<file path="src/rtl/flags_sched_pkg.sv">
// Shared definitions for the flags scheduler: flag bit positions, condition codes,
// FSM states and the masked flag-merge helper used by both commit paths.
package flags_sched_pkg;

   localparam int FLAGS_W = 5;

   localparam int FLAG_Q = 4;
   localparam int FLAG_N = 3;
   localparam int FLAG_Z = 2;
   localparam int FLAG_C = 1;
   localparam int FLAG_V = 0;

   localparam logic [3:0] COND_EQ = 4'h0;
   localparam logic [3:0] COND_NE = 4'h1;
   localparam logic [3:0] COND_CS = 4'h2;
   localparam logic [3:0] COND_CC = 4'h3;
   localparam logic [3:0] COND_MI = 4'h4;
   localparam logic [3:0] COND_PL = 4'h5;
   localparam logic [3:0] COND_VS = 4'h6;
   localparam logic [3:0] COND_VC = 4'h7;
   localparam logic [3:0] COND_HI = 4'h8;
   localparam logic [3:0] COND_LS = 4'h9;
   localparam logic [3:0] COND_GE = 4'hA;
   localparam logic [3:0] COND_LT = 4'hB;
   localparam logic [3:0] COND_GT = 4'hC;
   localparam logic [3:0] COND_LE = 4'hD;
   localparam logic [3:0] COND_AL = 4'hE;
   localparam logic [3:0] COND_NV = 4'hF;

   typedef enum logic {
      ST_IDLE    = 1'b0,
      ST_PENDING = 1'b1
   } state_e;

   // mask[1] replaces N,Z; mask[0] replaces C,V and ORs the sticky Q bit in.
   function automatic logic [FLAGS_W-1:0] merge_flags(
      input logic [FLAGS_W-1:0] cur,
      input logic [FLAGS_W-1:0] upd,
      input logic [1:0]         mask
   );
      logic [FLAGS_W-1:0] res;
      res = cur;
      if (mask[1]) begin
         res[FLAG_N] = upd[FLAG_N];
         res[FLAG_Z] = upd[FLAG_Z];
      end
      if (mask[0]) begin
         res[FLAG_C] = upd[FLAG_C];
         res[FLAG_V] = upd[FLAG_V];
         res[FLAG_Q] = cur[FLAG_Q] | upd[FLAG_Q];
      end
      return res;
   endfunction

endpackage

</file>
<file path="src/rtl/flags_sched_if.sv">
// Bundle between decode/EX control, the ALU/multiplier flag outputs and the
// flags scheduler; master is the pipeline side, slave is flags_sched.
interface flags_sched_if;
   import flags_sched_pkg::*;

   logic               ex_valid;
   logic [3:0]         ex_cond;
   logic [1:0]         ex_flags_write;
   logic               ex_multi;
   logic [FLAGS_W-1:0] alu_flags;
   logic               mul_done;
   logic [FLAGS_W-1:0] mul_flags;
   logic               q_clear;
   logic               cond_ex;
   logic               stall;
   logic               illegal_cond;
   logic [FLAGS_W-1:0] flags;

   modport master (
      output ex_valid, ex_cond, ex_flags_write, ex_multi, alu_flags,
             mul_done, mul_flags, q_clear,
      input  cond_ex, stall, illegal_cond, flags
   );

   modport slave (
      input  ex_valid, ex_cond, ex_flags_write, ex_multi, alu_flags,
             mul_done, mul_flags, q_clear,
      output cond_ex, stall, illegal_cond, flags
   );
endinterface

</file>
<file path="src/rtl/flags_sched_cond_eval.sv">
// Purely combinational ARM condition-code table; the Q bit never takes part,
// so only {N,Z,C,V} come in. Code 1111 fails and is flagged illegal.
module flags_sched_cond_eval
   import flags_sched_pkg::*;
(
   input  logic [3:0] nzcv,
   input  logic [3:0] cond,
   output logic       pass,
   output logic       illegal
);

   logic n, z, c, v;

   always_comb begin
      n       = nzcv[3];
      z       = nzcv[2];
      c       = nzcv[1];
      v       = nzcv[0];
      pass    = 1'b0;
      illegal = 1'b0;
      case (cond)
         COND_EQ: pass = z;
         COND_NE: pass = !z;
         COND_CS: pass = c;
         COND_CC: pass = !c;
         COND_MI: pass = n;
         COND_PL: pass = !n;
         COND_VS: pass = v;
         COND_VC: pass = !v;
         COND_HI: pass = c & !z;
         COND_LS: pass = !c | z;
         COND_GE: pass = (n == v);
         COND_LT: pass = (n != v);
         COND_GT: pass = !z & (n == v);
         COND_LE: pass = z | (n != v);
         COND_AL: pass = 1'b1;
         default: illegal = 1'b1;
      endcase
   end

endmodule

</file>
<file path="src/rtl/flags_sched.sv">
// Flags register, pending multi-cycle flag tracking and EX stall generation.
// Optional FLAGS_SCHED_BYPASS_EN lets the waiting instruction use mul flags in the mul_done cycle.
module flags_sched
   import flags_sched_pkg::*;
(
   input  logic         clk,
   input  logic         reset_n,
   flags_sched_if.slave bus
);

   state_e             state_q, state_d;
   logic [1:0]         pend_mask_q, pend_mask_d;
   logic [FLAGS_W-1:0] flags_q, flags_d;
   logic               illegal_q, illegal_d;

   logic [FLAGS_W-1:0] merged_flags;
   logic [3:0]         eval_nzcv;
   logic               mul_land;
   logic               pend_block;
   logic               stall;
   logic               cond_pass;
   logic               cond_illegal;
   logic               accepted;
   logic               ex_commit;

   assign mul_land     = (state_q == ST_PENDING) & bus.mul_done;
   assign merged_flags = merge_flags(flags_q, bus.mul_flags, pend_mask_q);
   // Only unconditional, non-flag-setting instructions may slip past a pending write.
   assign pend_block   = bus.ex_valid &
                         ((bus.ex_cond != COND_AL) | (bus.ex_flags_write != 2'b00));

`ifdef FLAGS_SCHED_BYPASS_EN
   assign eval_nzcv = mul_land ? merged_flags[3:0] : flags_q[3:0];
   assign stall     = (state_q == ST_PENDING) & !bus.mul_done & pend_block;
`else
   assign eval_nzcv = flags_q[3:0];
   assign stall     = (state_q == ST_PENDING) & pend_block;
`endif

   flags_sched_cond_eval u_cond_eval (
      .nzcv    (eval_nzcv),
      .cond    (bus.ex_cond),
      .pass    (cond_pass),
      .illegal (cond_illegal)
   );

   assign accepted  = bus.ex_valid & !stall;
   assign ex_commit = accepted & cond_pass & (bus.ex_flags_write != 2'b00);

   always_comb begin
      state_d     = state_q;
      pend_mask_d = pend_mask_q;
      flags_d     = flags_q;
      illegal_d   = accepted & cond_illegal;

      if (mul_land) begin
         flags_d     = merged_flags;
         state_d     = ST_IDLE;
         pend_mask_d = 2'b00;
      end

      // An EX write lands on top of any multiplier flags retiring this cycle.
      if (ex_commit) begin
         if (bus.ex_multi) begin
            pend_mask_d = bus.ex_flags_write;
            state_d     = ST_PENDING;
         end else begin
            flags_d = merge_flags(flags_d, bus.alu_flags, bus.ex_flags_write);
         end
      end

      if (bus.q_clear) begin
         flags_d[FLAG_Q] = 1'b0;
      end
   end

   always_ff @(posedge clk or negedge reset_n) begin
      if (!reset_n) begin
         state_q     <= ST_IDLE;
         pend_mask_q <= 2'b00;
         flags_q     <= '0;
         illegal_q   <= 1'b0;
      end else begin
         state_q     <= state_d;
         pend_mask_q <= pend_mask_d;
         flags_q     <= flags_d;
         illegal_q   <= illegal_d;
      end
   end

   assign bus.cond_ex      = cond_pass;
   assign bus.stall        = stall;
   assign bus.illegal_cond = illegal_q;
   assign bus.flags        = flags_q;

endmodule

</file>
<file path="src/flat_wrapper.sv">
// flat-port wrapper written by rule: the top's interface ports become plain ports
module flags_sched_flat import flags_sched_pkg::*;
  (clk, reset_n, bus_ex_valid, bus_ex_cond, bus_ex_flags_write, bus_ex_multi, bus_alu_flags, bus_mul_done, bus_mul_flags, bus_q_clear, bus_cond_ex, bus_stall, bus_illegal_cond, bus_flags);
  flags_sched_if bus_i ();
  input  logic clk;
  input  logic reset_n;
  input wire logic [$bits(bus_i.ex_valid)-1:0] bus_ex_valid;
  input wire logic [$bits(bus_i.ex_cond)-1:0] bus_ex_cond;
  input wire logic [$bits(bus_i.ex_flags_write)-1:0] bus_ex_flags_write;
  input wire logic [$bits(bus_i.ex_multi)-1:0] bus_ex_multi;
  input wire logic [$bits(bus_i.alu_flags)-1:0] bus_alu_flags;
  input wire logic [$bits(bus_i.mul_done)-1:0] bus_mul_done;
  input wire logic [$bits(bus_i.mul_flags)-1:0] bus_mul_flags;
  input wire logic [$bits(bus_i.q_clear)-1:0] bus_q_clear;
  output wire logic [$bits(bus_i.cond_ex)-1:0] bus_cond_ex;
  output wire logic [$bits(bus_i.stall)-1:0] bus_stall;
  output wire logic [$bits(bus_i.illegal_cond)-1:0] bus_illegal_cond;
  output wire logic [$bits(bus_i.flags)-1:0] bus_flags;
  assign bus_i.ex_valid = bus_ex_valid;
  assign bus_i.ex_cond = bus_ex_cond;
  assign bus_i.ex_flags_write = bus_ex_flags_write;
  assign bus_i.ex_multi = bus_ex_multi;
  assign bus_i.alu_flags = bus_alu_flags;
  assign bus_i.mul_done = bus_mul_done;
  assign bus_i.mul_flags = bus_mul_flags;
  assign bus_i.q_clear = bus_q_clear;
  assign bus_cond_ex = bus_i.cond_ex;
  assign bus_stall = bus_i.stall;
  assign bus_illegal_cond = bus_i.illegal_cond;
  assign bus_flags = bus_i.flags;
  flags_sched u_core (.clk(clk), .reset_n(reset_n), .bus(bus_i));
endmodule
</file>
<file path="config.mk">
export PLATFORM = sky130hd
export DESIGN_NAME = flags_sched_flat
export DESIGN_NICKNAME = d
export VERILOG_FILES = /design/src/rtl/flags_sched_pkg.sv /design/src/rtl/flags_sched_if.sv /design/src/rtl/flags_sched_cond_eval.sv /design/src/rtl/flags_sched.sv /design/src/flat_wrapper.sv
export SDC_FILE = /design/constraint.sdc
export NUM_CORES = 1
export LEC_CHECK = 0
export ABC_AREA = 1
export CAP_MARGIN = 20
export CORE_MARGIN = 2
export CORE_UTILIZATION = 43
export CTS_CLUSTER_DIAMETER = 40
export CTS_CLUSTER_SIZE = 40
export DETAILED_ROUTE_END_ITERATION = 6
export GPL_ROUTABILITY_DRIVEN = 0
export GPL_TIMING_DRIVEN = 0
export PLACE_DENSITY = 0.78
export SLEW_MARGIN = 20
export SYNTH_ARGS = -nofsm -noshare
export SYNTH_HDL_FRONTEND = slang
export SYNTH_SLANG_ARGS = --single-unit
</file>
<file path="constraint.sdc">
create_clock -name clk -period 1.5 [get_ports clk]
set_input_delay 0.3 -clock clk [delete_from_list [all_inputs] [get_ports clk]]
set_output_delay 0.3 -clock clk [all_outputs]
set_load 0.03 [all_outputs]
</file>
==> flow_summary.ini, run 1 <==
[outcome]
run_status = finished with violations
violations = setup timing

[worst_setup_path]
startpoint_type = flip-flop
critPathMaxFanout = 4
cp-end-kind = output port
cp.required_ps = 1200
path_class = reg -> out
arrival_ps = 1380

[yosys]
syn_nets = 168
ys_ff_latch = 9
ys_types = 20
syn_area_per_cell_um2 = 5.57
yosys-top-cells-area = nand2_1 (32%), dfrtp_1 (28%), inv_1 (7.4%)
ys_seq_area_share_pct = 27.7
yosys.area.top_type = nand2_1
synth_area_um2 = 813
yosysTopAreaCellShare_pct = 31.8
syn_inst = 146
yosysWarnings = 0

[sta]
worst_clock_skew_ps = 3.00
period_share_pct = 112
rsz0062_at_grt = yes
drv_slew = 0
hold-worst-slack_ps = 341
hold_viol_final = 0
setup_viol = 4
finalWorstSetupSlack_ps = -181
slew_headroom_pct = 71.6
tns_ps = -211
fmax_mhz = 595
min_period_ps = 1680
tightest_slew_ps = 425

[floorplan]
start_util_pct = 46.6
core_area_mm2 = 0.00175
rows = 15
dieWidth_um = 47.5
dieArea_mm2 = 0.00226
io_pins = 30
die_h_um = 47.5

[finish]
finish.utilization_pct = 72.1
drive_gt1_share_pct = 27.3
regArea_um2 = 230
layout.filler_cells = 156
final_cells = 212
n_antenna_cell = 0
layout_commonest_cell = nand2_1
syn_to_final_growth_pct = 54.8
multi_input_comb_area_um2 = 549
final_cell_mix = nand2_1 (64), clkdlybuf4s50_1 (15), inv_1 (14)
fin_area_mm2 = 0.00126
nets = 210

[placement]
hpwl_mm = 1.71
place_ws_ps = -981
placed_cell_area_mm2 = 0.00114
portBuffers = 29
placed_cells = 200

[clocking]
cts_sinks = 9
path_clk_slew_ps = 60
h-tree-depth = 1
cts_buffers = 3
cts_tree = yes
root_buffer = clkbuf_4
clkLatencyLatePin_ps = 260
cts_buffer_depth = 2

[route]
viasPerCell = 4.78
drt.antenna.violating_nets = 0
wl_mm = 2.19
vias = 1013
wl_per_cell_um = 10.3
drt_iter0_drc = 23
drc = 0
dr.pass1.iters = 4

[global_routing]
grt_overflow = 0
grt_use_total_pct = 20.5
antenna_found_initial = 0
grt_max_degree = 11
grt_pass1_wl_mm = 3.25
grt_pass1_vias = 850

[power_and_ir_drop]
p_leak_nw = 0.699
ir_worst_vdd_v = 0.000854
power_mw = 1.63
pwr_density_cell_mw_per_mm2 = 1300

[worst_hold_path]
hold_class = in -> async

[job]
drv_cap = 0
cell families (layout without fill, tap and decap cells):
family | count (synthesis) | count (layout) | share of synthesized area, %
buffers and inverters | 24 | 65 | 11.4
DFF | 9 | 9 | 27.7
AOI/OAI and AO/OA | 17 | 17 | 10.8
and+or+nand+nor | 96 | 96 | 50.2
what timing repair did:
item	4_1_cts	5_1_grt
hold buffers	0	0
endpoints found under the setup margin	16	11
pin swaps	2	6
resized for setup	34	18
buffers inserted	6	2
state kept, by name, indices dropped and copies added, names as in the netlist:
register                 flops
u_core.state_q               1
u_core.pend_mask_q           2
u_core.bus.flags             5
u_core.bus.illegal_cond      1
final timing paths:
kind | slack [ps] | depth (start not counted) | from | end
worst max register to register | -20 | 13 | u_core.bus.flags[0] | u_core.bus.flags[3]
worst min register to register | 580 | 2 | u_core.state_q | u_core.state_q
worst max-delay path | -180 | 9 | u_core.bus.flags[0] | bus_cond_ex
min in group clk | 370 | 3 | bus_ex_cond[0] | u_core.bus.illegal_cond
worst min-delay path | 340 | 1 | reset_n | u_core.bus.illegal_cond
max in group asynchronous | 840 | 1 | reset_n | u_core.bus.flags[3]
critical path, stage by stage (launching register included):
cell     delay, ps
dfrtp_2        440
inv_2           80
nand2_1         70
nand3_2         90
nand2_1         50
nand2_1         50
nand2_1         60
nor2_2          90
nand2_2         70
buf_6          140
area by class of cell:
cell class                 instances  share of cell area (%)
tap                               25                    2.49
inverter                          23                    7.06
buffer                             1                   0.298
multi-input combinational        113                    43.6
sequential                         9                    18.3
clock buffer                       4                    2.09
timing repair buffer              37                    26.1
synth_stat cells:
master    count
inv_2         6
a31oi_1       1
nor2_4        1
nor3_1        2
clkbuf_1      1
nor2_1       10
nand2_2       3
nor2_2        3
inv_1        16
a21oi_1       2
dfrtp_1       9
o22ai_1       1
o21ai_1       5
o21ai_0       8
nand2_1      69
and3_1        1
nand3_2       1
nand2_4       1
nand3_1       5
inv_4         1
metal layers:
metal / share of wire, % / global-route usage [%] / vias to the layer above
met1: 42 / 24.2 / 451
met3: 4.0 / 1.13 / 2
li1: - / - / 528
met2: 53 / 37.0 / 32
met5: 0 / 0 / -
met4: 1.2 / 11.1 / 0
power breakdown:
| group | internal, mW | leakage (nW) | switching [mW] |
|---|---|---|---|
| Sequential | 0.332 | 0.113 | 0.0807 |
| Combinational | 0.433 | 0.572 | 0.599 |
| Clock | 0.103 | 0.0150 | 0.0876 |
| Total | 0.867 | 0.699 | 0.767 |
(Power assumes the default switching activity.)
==> inputs of run 2 (changes only) <==
Settings changed: CTS_CLUSTER_DIAMETER 40 to 50.
==> results of run 2 <==
Same layout as run 1: the final DEF is identical, and so are final timing and power.
